File: src/rtl/arb_mux.sv
// N-way arbitrated selector with per-channel valid/ready handshake and a
// one-entry registered output stage (fixed-priority or round-robin grant).
module arb_mux #(
  parameter int WIDTH = 32,
  parameter int N = 4,
  localparam int SELW = $clog2(N)
) (
  input  logic               clk,
  input  logic               rst,
  input  logic               mode,
  input  logic [N-1:0]       in_valid,
  input  logic [N*WIDTH-1:0] in_data,
  output logic [N-1:0]       in_ready,
  output logic               out_valid,
  output logic [WIDTH-1:0]   out_data,
  output logic [SELW-1:0]    out_sel,
  input  logic               out_ready
);

  logic             out_valid_q, out_valid_d;
  logic [WIDTH-1:0] out_data_q, out_data_d;
  logic [SELW-1:0]  out_sel_q, out_sel_d;
  logic [SELW-1:0]  rr_ptr_q, rr_ptr_d;

  logic [SELW-1:0]  grant;
  logic [SELW-1:0]  base;
  logic             found;
  logic             any_req;
  logic             load_en;
  logic             xfer;
  logic [WIDTH-1:0] sel_data;

  // Rotating search done as two linear passes: channels at or above the
  // start point first, then the wrapped-around remainder.
  always_comb begin
    grant = '0;
    found = 1'b0;
    base  = mode ? rr_ptr_q : '0;
    for (int i = 0; i < N; i++) begin
      if (!found && in_valid[i] && (SELW'(i) >= base)) begin
        found = 1'b1;
        grant = SELW'(i);
      end
    end
    for (int i = 0; i < N; i++) begin
      if (!found && in_valid[i]) begin
        found = 1'b1;
        grant = SELW'(i);
      end
    end
  end

  assign any_req = |in_valid;
  assign load_en = !out_valid_q || out_ready;
  assign xfer    = !rst && load_en && any_req;

  always_comb begin
    in_ready = '0;
    sel_data = '0;
    for (int i = 0; i < N; i++) begin
      in_ready[i] = xfer && (grant == SELW'(i));
      if (grant == SELW'(i)) sel_data = in_data[i*WIDTH +: WIDTH];
    end
  end

  always_comb begin
    out_valid_d = out_valid_q;
    out_data_d  = out_data_q;
    out_sel_d   = out_sel_q;
    rr_ptr_d    = rr_ptr_q;
    if (xfer) begin
      out_valid_d = 1'b1;
      out_data_d  = sel_data;
      out_sel_d   = grant;
      // Explicit wrap keeps the pointer legal when N is not a power of two.
      rr_ptr_d    = (grant == SELW'(N - 1)) ? '0 : grant + 1'b1;
    end else if (out_valid_q && out_ready) begin
      out_valid_d = 1'b0;
    end
  end

  always_ff @(posedge clk) begin
    if (rst) begin
      out_valid_q <= 1'b0;
      out_data_q  <= '0;
      out_sel_q   <= '0;
      rr_ptr_q    <= '0;
    end else begin
      out_valid_q <= out_valid_d;
      out_data_q  <= out_data_d;
      out_sel_q   <= out_sel_d;
      rr_ptr_q    <= rr_ptr_d;
    end
  end

  assign out_valid = out_valid_q;
  assign out_data  = out_data_q;
  assign out_sel   = out_sel_q;

endmodule

File: config.mk
export PLATFORM = sky130hd
export DESIGN_NAME = arb_mux
export DESIGN_NICKNAME = d
export VERILOG_FILES = /design/src/rtl/arb_mux.sv
export SDC_FILE = /design/constraint.sdc
export NUM_CORES = 1
export LEC_CHECK = 0
export CORE_MARGIN = 2
export CORE_UTILIZATION = 32
export DETAILED_ROUTE_END_ITERATION = 10
export GPL_TIMING_DRIVEN = 0
export PLACE_DENSITY = 0.76
export SLEW_MARGIN = 40
export SYNTH_ARGS = -nofsm -noshare
export SYNTH_HDL_FRONTEND = slang
export SYNTH_SLANG_ARGS = --single-unit
File: constraint.sdc
create_clock -name clk -period 2.8 [get_ports clk]
set_clock_uncertainty 0.15 [all_clocks]
set_input_delay 0.42 -clock clk [delete_from_list [all_inputs] [get_ports clk]]
set_output_delay 0.42 -clock clk [all_outputs]
set_load 0.005 [all_outputs]
==> reports/metrics.cfg, run 1 <==
[timing]
fmax_mhz=356
finalHoldViolCount=0
finalMaxSlewViolations=0
worst_slew_pin_slew_ns=0.730
whs_ns=0.334
period_minus_slack_ns=2.81
finalCritPeriodShare_pct=100
rsz0062_at_grt=true
final-setup-viol-count=1
slew_headroom_pct=51.3
finalWorstSetupSlack_ns=-0.0126

[floorplan]
die_h_um=93.0
core_um2=7690
num_rows=32
io_pins=175
die_w_um=93.0
dieArea_um2=8650
start_util_pct=33.0

[cts]
clk_latency_ns=0.29
cts_sinks=37
clkSlewWorstSetupHoldPaths_ns=0.08
numCtsBuffers=5
htreeDepth=2
clk_path_buf_depth=2
cts_tree=done
cts_root_buf=clkbuf_8

[power]
p_leak_uw=0.00201
p_total_uw=2440
power_density_nw_per_um2=459
peakVddDrop_uv=259

[detailed_routing]
vias=3289
detail-route-antenna-nets=0
wire_per_inst_um=18.2
drt_iter0_drc=57
drt-total-wl_um=11300
post-route-drc-count=0
drtPass1Iterations=6
viasPerCell=5.30

[final_layout]
final_area_um2=5310
finalNetCount=657
fin_util_pct=69.1
antennaDiodeCount=0
fillers=592
drive_above_1_share_pct=26.3
area_growth_pct=109

[min_path]
hold_end=out_valid
hold_path.startpoint=in_valid[1]
hold-path-cell-count=3
hold_class=in -> reg

[yosys]
syn_inst=310
synth_cell_types=38
avgSynthCellArea_um2=8.18
ys_ff_latch=37
syn_area_um2=2530
synth_edf_count=0
synthArstFlopShare_pct=0
yosys_warnings=0
yosysMostFrequentCell=dfxtp_1
synth.top_cell.area_share_pct=29.2
synth_nets=450
seq_area_frac_synth_pct=29.2
synth.cells.most_frequent=dfxtp_1, nand2_1, nor2b_1
synth.largest_area_cell=dfxtp_1
ys_dominant_reg_cell=dfxtp_1
synthTopCellsByArea=dfxtp_1, o311a_1, a221oi_1

[run_status]
status=finished with violations
failed_checks=setup timing

[grt]
antenna_found_initial=0
first_global_vias=3241
overflow=0
grt_use_total_pct=22.9
grt_max_degree=12
grt_pass1_wl_um=15800

[setup_path]
reg2reg_depth=12
r2r-start=rr_ptr_q[0]
critPathMaxFanout=7
endpoint_kind=output pin
start_kind=flop
timing.rr.end=out_data[2]
worstSetupPathType=reg -> out
critPathArrivalTime_ns=2.24
cp.required_ns=2.23
r2r_slack_ns=0.01

[placement]
gp_congestion=0.747
postPlaceCellArea_um2=4390
numPortBuffers=173
post-dp-hpwl_um=7700

[run]
max_cap_viol_count=0

how the worst max path moves through the flow:
| stage | startpoint | slack (ns) | endpoint |
|---|---|---|---|
| global route | rr_ptr_q[0] | -0.09 | out_data[28] |
| finish | rr_ptr_q[0] | -0.01 | in_ready[3] |
| CTS | rr_ptr_q[0] | 0.005 | in_ready[1] |
| detailed placement | in_valid[0] | -1.34 | in_ready[3] |
| global placement | in_valid[1] | -1.38 | in_ready[3] |
| floorplan | mode | 0.04 | in_ready[3] |
power by group:
part	leakage [uW]	internal (uW)	total, uW	switching [uW]
logic	0.00164	752	1320	569
registers	0.000308	590	625	34.9
clock network	0.0000585	291	490	199
through the flow:
step / TNS, ns / std cells / worst slack, ns
final: -0.0126 / 620 / -0.0126
after floorplan: 0 / 310 / 0.0357
after detailed placement: -29.61 / 585 / -1.34
after CTS: 0 / 605 / 0.00462
after global placement: -28.66 / 585 / -1.38
after global routing: -1.46 / 620 / -0.0867
area by class of cell:
cell class / instances / area (um2) / share of cell area [%]
buffer: 32 / 283 / 5.33
clock buffer: 7 / 86.3 / 1.63
clock inverter: 1 / 30.0 / 0.566
inverter: 5 / 21.3 / 0.401
multi-input combinational: 234 / 2020 / 38.1
sequential: 37 / 748 / 14.1
tap: 102 / 128 / 2.40
timing repair buffer: 202 / 1990 / 37.5
per-layer routing:
metal	vias to the layer above	global-route usage, %	routed length (um)
met2	135	42.1	5800
met1	1559	26.4	4450
met4	0	5.02	148
met3	12	6.37	859
li1	1583	-	-
met5	-	0	0
what timing repair did:
item	CTS	global route
hold buffers	0	0
pin swaps	5	23
gates resized for setup	72	89
buffers inserted	12	15
endpoints found under the setup margin	37	36
gates cloned	0	3
hold endpoints to repair	0	0
registers in the layout (all words and copies together) (netlist names):
| register | cells |
|---|---|
| out_data | 32 |
| out_valid | 1 |
| rr_ptr_q | 2 |
| out_sel | 2 |
worst max-delay path, stage by stage, from the launching register on:
cell and delay [ns]:
dfxtp_4 0.37, and4b_2 0.27, a2111oi_4 0.45, o2bb2ai_4 0.17
inv_4 0.11, ha_4 0.14, buf_8 0.09, clkbuf_16 0.13
and2_4 0.13, buf_6 0.08
logic make-up (layout without fill, tap and decap cells):
| kind of cell | Yosys count | in the layout | synth area share, % |
|---|---|---|---|
| AO/OA/AOI/OAI | 80 | 80 | 28.3 |
| adder cells (fa/ha/maj) | 4 | 4 | 1.97 |
| buffers and inverters | 39 | 247 | 6.96 |
| flip-flops | 37 | 37 | 29.2 |
| AND/OR/NAND/NOR | 150 | 150 | 33.5 |
cell usage in the layout, fill, tap and decap left out, types with 2 or more instances in the layout:
cell type and instances:
a221oi_1 3, buf_8 6, ha_4 4, clkbuf_4 2, and2_1 4, nand3b_1 2, clkbuf_2 5, inv_1 4
a221oi_2 22, clkbuf_8 6, dfxtp_1 35, nand4b_1 2, nor3_2 23, nor3_1 10, clkbuf_1 9, o311a_1 32
o21ai_1 2, clkdlybuf4s15_2 2, nor2_1 32, nand2b_1 2, buf_2 8, buf_4 24, clkdlybuf4s50_1 165, a21oi_1 2
nand2_1 33, a221oi_4 6, dfxtp_4 2, buf_6 8, clkbuf_16 4, nor2b_1 33
No activity file was read; power rests on OpenSTA's default activity.
==> run 2, diff against run 1 <==
--- a/config.mk
+++ b/config.mk
@@ -10,6 +10,8 @@
 export DETAILED_ROUTE_END_ITERATION = 10
 export GPL_TIMING_DRIVEN = 0
 export PLACE_DENSITY = 0.76
+export REMOVE_ABC_BUFFERS = 1
+export SKIP_LAST_GASP = 1
 export SLEW_MARGIN = 40
 export SYNTH_ARGS = -nofsm -noshare
 export SYNTH_HDL_FRONTEND = slang
==> reports/metrics.cfg, run 2 (same netlist as run 1, synthesis figures left out) <==
[timing]
finalMaxSlewViolations=0  ; unchanged
rsz0062_at_grt=true
finalWorstSetupSlack_ns=-0.0904  ; -0.0778 ns
final-setup-viol-count=1  ; unchanged
slew_headroom_pct=61.0  ; +9.7 points
finalCritPeriodShare_pct=103  ; +2.8 points
finalHoldViolCount=0  ; unchanged
worst_slew_pin_slew_ns=0.585  ; -0.145 ns
fmax_mhz=346  ; -2.7%
period_minus_slack_ns=2.89  ; +0.0778 ns

[floorplan]
die_w_um=93.0  ; unchanged
die_h_um=93.0  ; unchanged
core_um2=7690  ; unchanged
io_pins=175  ; unchanged
dieArea_um2=8650  ; unchanged
start_util_pct=33.0  ; unchanged
num_rows=32  ; unchanged

[cts]
cts_root_buf=clkbuf_8
cts_sinks=37  ; unchanged
htreeDepth=2  ; unchanged
cts_tree=done
clkSlewWorstSetupHoldPaths_ns=0.07  ; about the same
numCtsBuffers=5  ; unchanged
clk_path_buf_depth=2  ; unchanged
clk_latency_ns=0.28  ; about the same

[final_layout]
final_area_um2=4960  ; -6.6%
area_growth_pct=95.6
largest_reg_flops=32  ; unchanged
fin_util_pct=64.5  ; -4.6 points
antennaDiodeCount=0  ; unchanged
layout_commonest_cell=clkdlybuf4s50_1
mostFrequentLayoutCells=clkdlybuf4s50_1, dfxtp_1, nor2b_1, nand2_1
drive_above_1_share_pct=18.8  ; -7.5 points
fillers=657  ; +11%
final_cell_count_no_fill=597  ; -3.7%
finalNetCount=635  ; -3.3%

[setup_path]
worstSetupPathType=in -> out
timing.rr.end=out_data[14]
r2r_slack_ns=0.10  ; +0.09 ns
slowest_stage=a2111oi_4
critPathMaxStageDelay_ns=0.45  ; about the same
reg2reg_depth=11  ; -1
critPathMaxFanout=6  ; -1
critPathArrivalTime_ns=2.32  ; +0.08 ns
start_kind=input port
endpoint_kind=output pin
r2r-start=rr_ptr_q[1]
cp_cell_sequence=clkdlybuf4s15_2, and4b_2, a2111oi_4, o2bb2ai_4, ha_2, and2_1, clkdlybuf4s50_1
cp.required_ns=2.23  ; about the same

[placement]
place_inst=562  ; -3.9%
postPlaceCellArea_um2=4370  ; -0.51%
post-place-ws_ns=-1.46  ; -0.118 ns
post-dp-hpwl_um=6470  ; -16%
gp_congestion=0.762  ; +2.0%
numPortBuffers=174  ; +0.58%

[min_path]
hold-path-cell-count=2  ; -1
hold_end=out_sel[0]
hold_path.startpoint=out_sel[0]
hold_class=reg -> reg

[run]
max_cap_viol_count=0  ; unchanged

[grt]
antenna_found_initial=0  ; unchanged
first_global_vias=3173  ; -2.1%
grt_max_degree=40  ; +28
grt_pass1_wl_um=16000  ; +1.6%
overflow=0  ; unchanged
grt_use_total_pct=23.6  ; +0.68 points

[detailed_routing]
drt-total-wl_um=10900  ; -3.2%
drt_iter0_drc=120  ; +110%
vias=3215  ; -2.2%
drtPass1Iterations=5  ; -1
viasPerCell=5.39  ; +1.5%
post-route-drc-count=0  ; unchanged
detail-route-antenna-nets=0  ; unchanged
wire_per_inst_um=18.3  ; +0.53%

[power]
p_leak_uw=0.00188  ; -6.4%
peakVddDrop_uv=236  ; -8.8%
power_density_nw_per_um2=437  ; -4.8%

[run_status]
status=finished with violations
failed_checks=setup timing

==> run 2: changes by cell type in the layout (fill, tap and decap cells not counted), moves of 5 or more <==
cell,previous run,this run
a221oi_1,3,28
a221oi_2,22,3
a221oi_4,6,0
buf_8,6,1
clkbuf_1,9,1
==> run 2: worst max-delay path by stage <==
stage                startpoint          end  cells after the start  slack, ns
finish              in_valid[2]  in_ready[0]                      7      -0.09
detailed placement  in_valid[1]  out_data[4]                     10      -1.46
global route        rr_ptr_q[0]  in_ready[0]                      6      -0.18
floorplan                   rst  in_ready[0]                      2      -2.28
CTS                 in_valid[1]  in_ready[1]                      8      -0.11
global placement            rst  in_ready[0]                      4      -6.71
==> run 2: power breakdown <==
part           internal [uW]  total (uW)  switching, uW
sequential               590         622           32.4
combinational            662        1160            500
clock                    196         381            185
total                   1450        2160            717
==> run 2: per-stage QoR <==
step	setup TNS [ns]	power, uW	hold slack (ns)
after floorplan	-85.66	1060	0.319
after global placement	-247.06	1500	0.319
after detailed placement	-49.62	1520	0.329
after CTS	-0.174	2120	0.345
after global routing	-0.201	2280	0.358
final	-0.0904	2160	0.341
==> run 2: area by class of cell <==
class / count / area (um2) / area share, %
Timing Repair Buffer: 211 / 2160 / 43.6
Multi-Input combinational cell: 235 / 1820 / 36.6
Sequential cell: 37 / 748 / 15.1
Tap cell: 102 / 128 / 2.57
Clock buffer: 7 / 86.3 / 1.74
Inverter: 5 / 18.8 / 0.379
==> run 2: routing by layer <==
| metal | up-vias | GRT usage, % | part of all wire [%] |
|---|---|---|---|
| li1 | 1545 | - | - |
| met3 | 15 | 5.40 | 7.4 |
| met5 | - | 0 | 0 |
| met4 | 0 | 6.86 | 1.7 |
| met1 | 1517 | 26.2 | 40 |
| met2 | 138 | 44.6 | 51 |
==> run 2: worst max-delay path, delay by kind of cell <==
kind / cells / cell delay (ns)
buf+inv: 2 / 0.68
compound gates: 2 / 0.57
simple gates: 2 / 0.42
fa+ha+maj: 1 / 0.23
==> run 2: timing repair <==
| action | in CTS | in global routing |
|---|---|---|
| setup buffers | 20 | 5 |
| gates resized for setup | 41 | 16 |
| hold buffers | 0 | 0 |
| pin swaps | 6 | 4 |
| setup endpoints to repair | 37 | 37 |
| gates cloned | 4 | 1 |
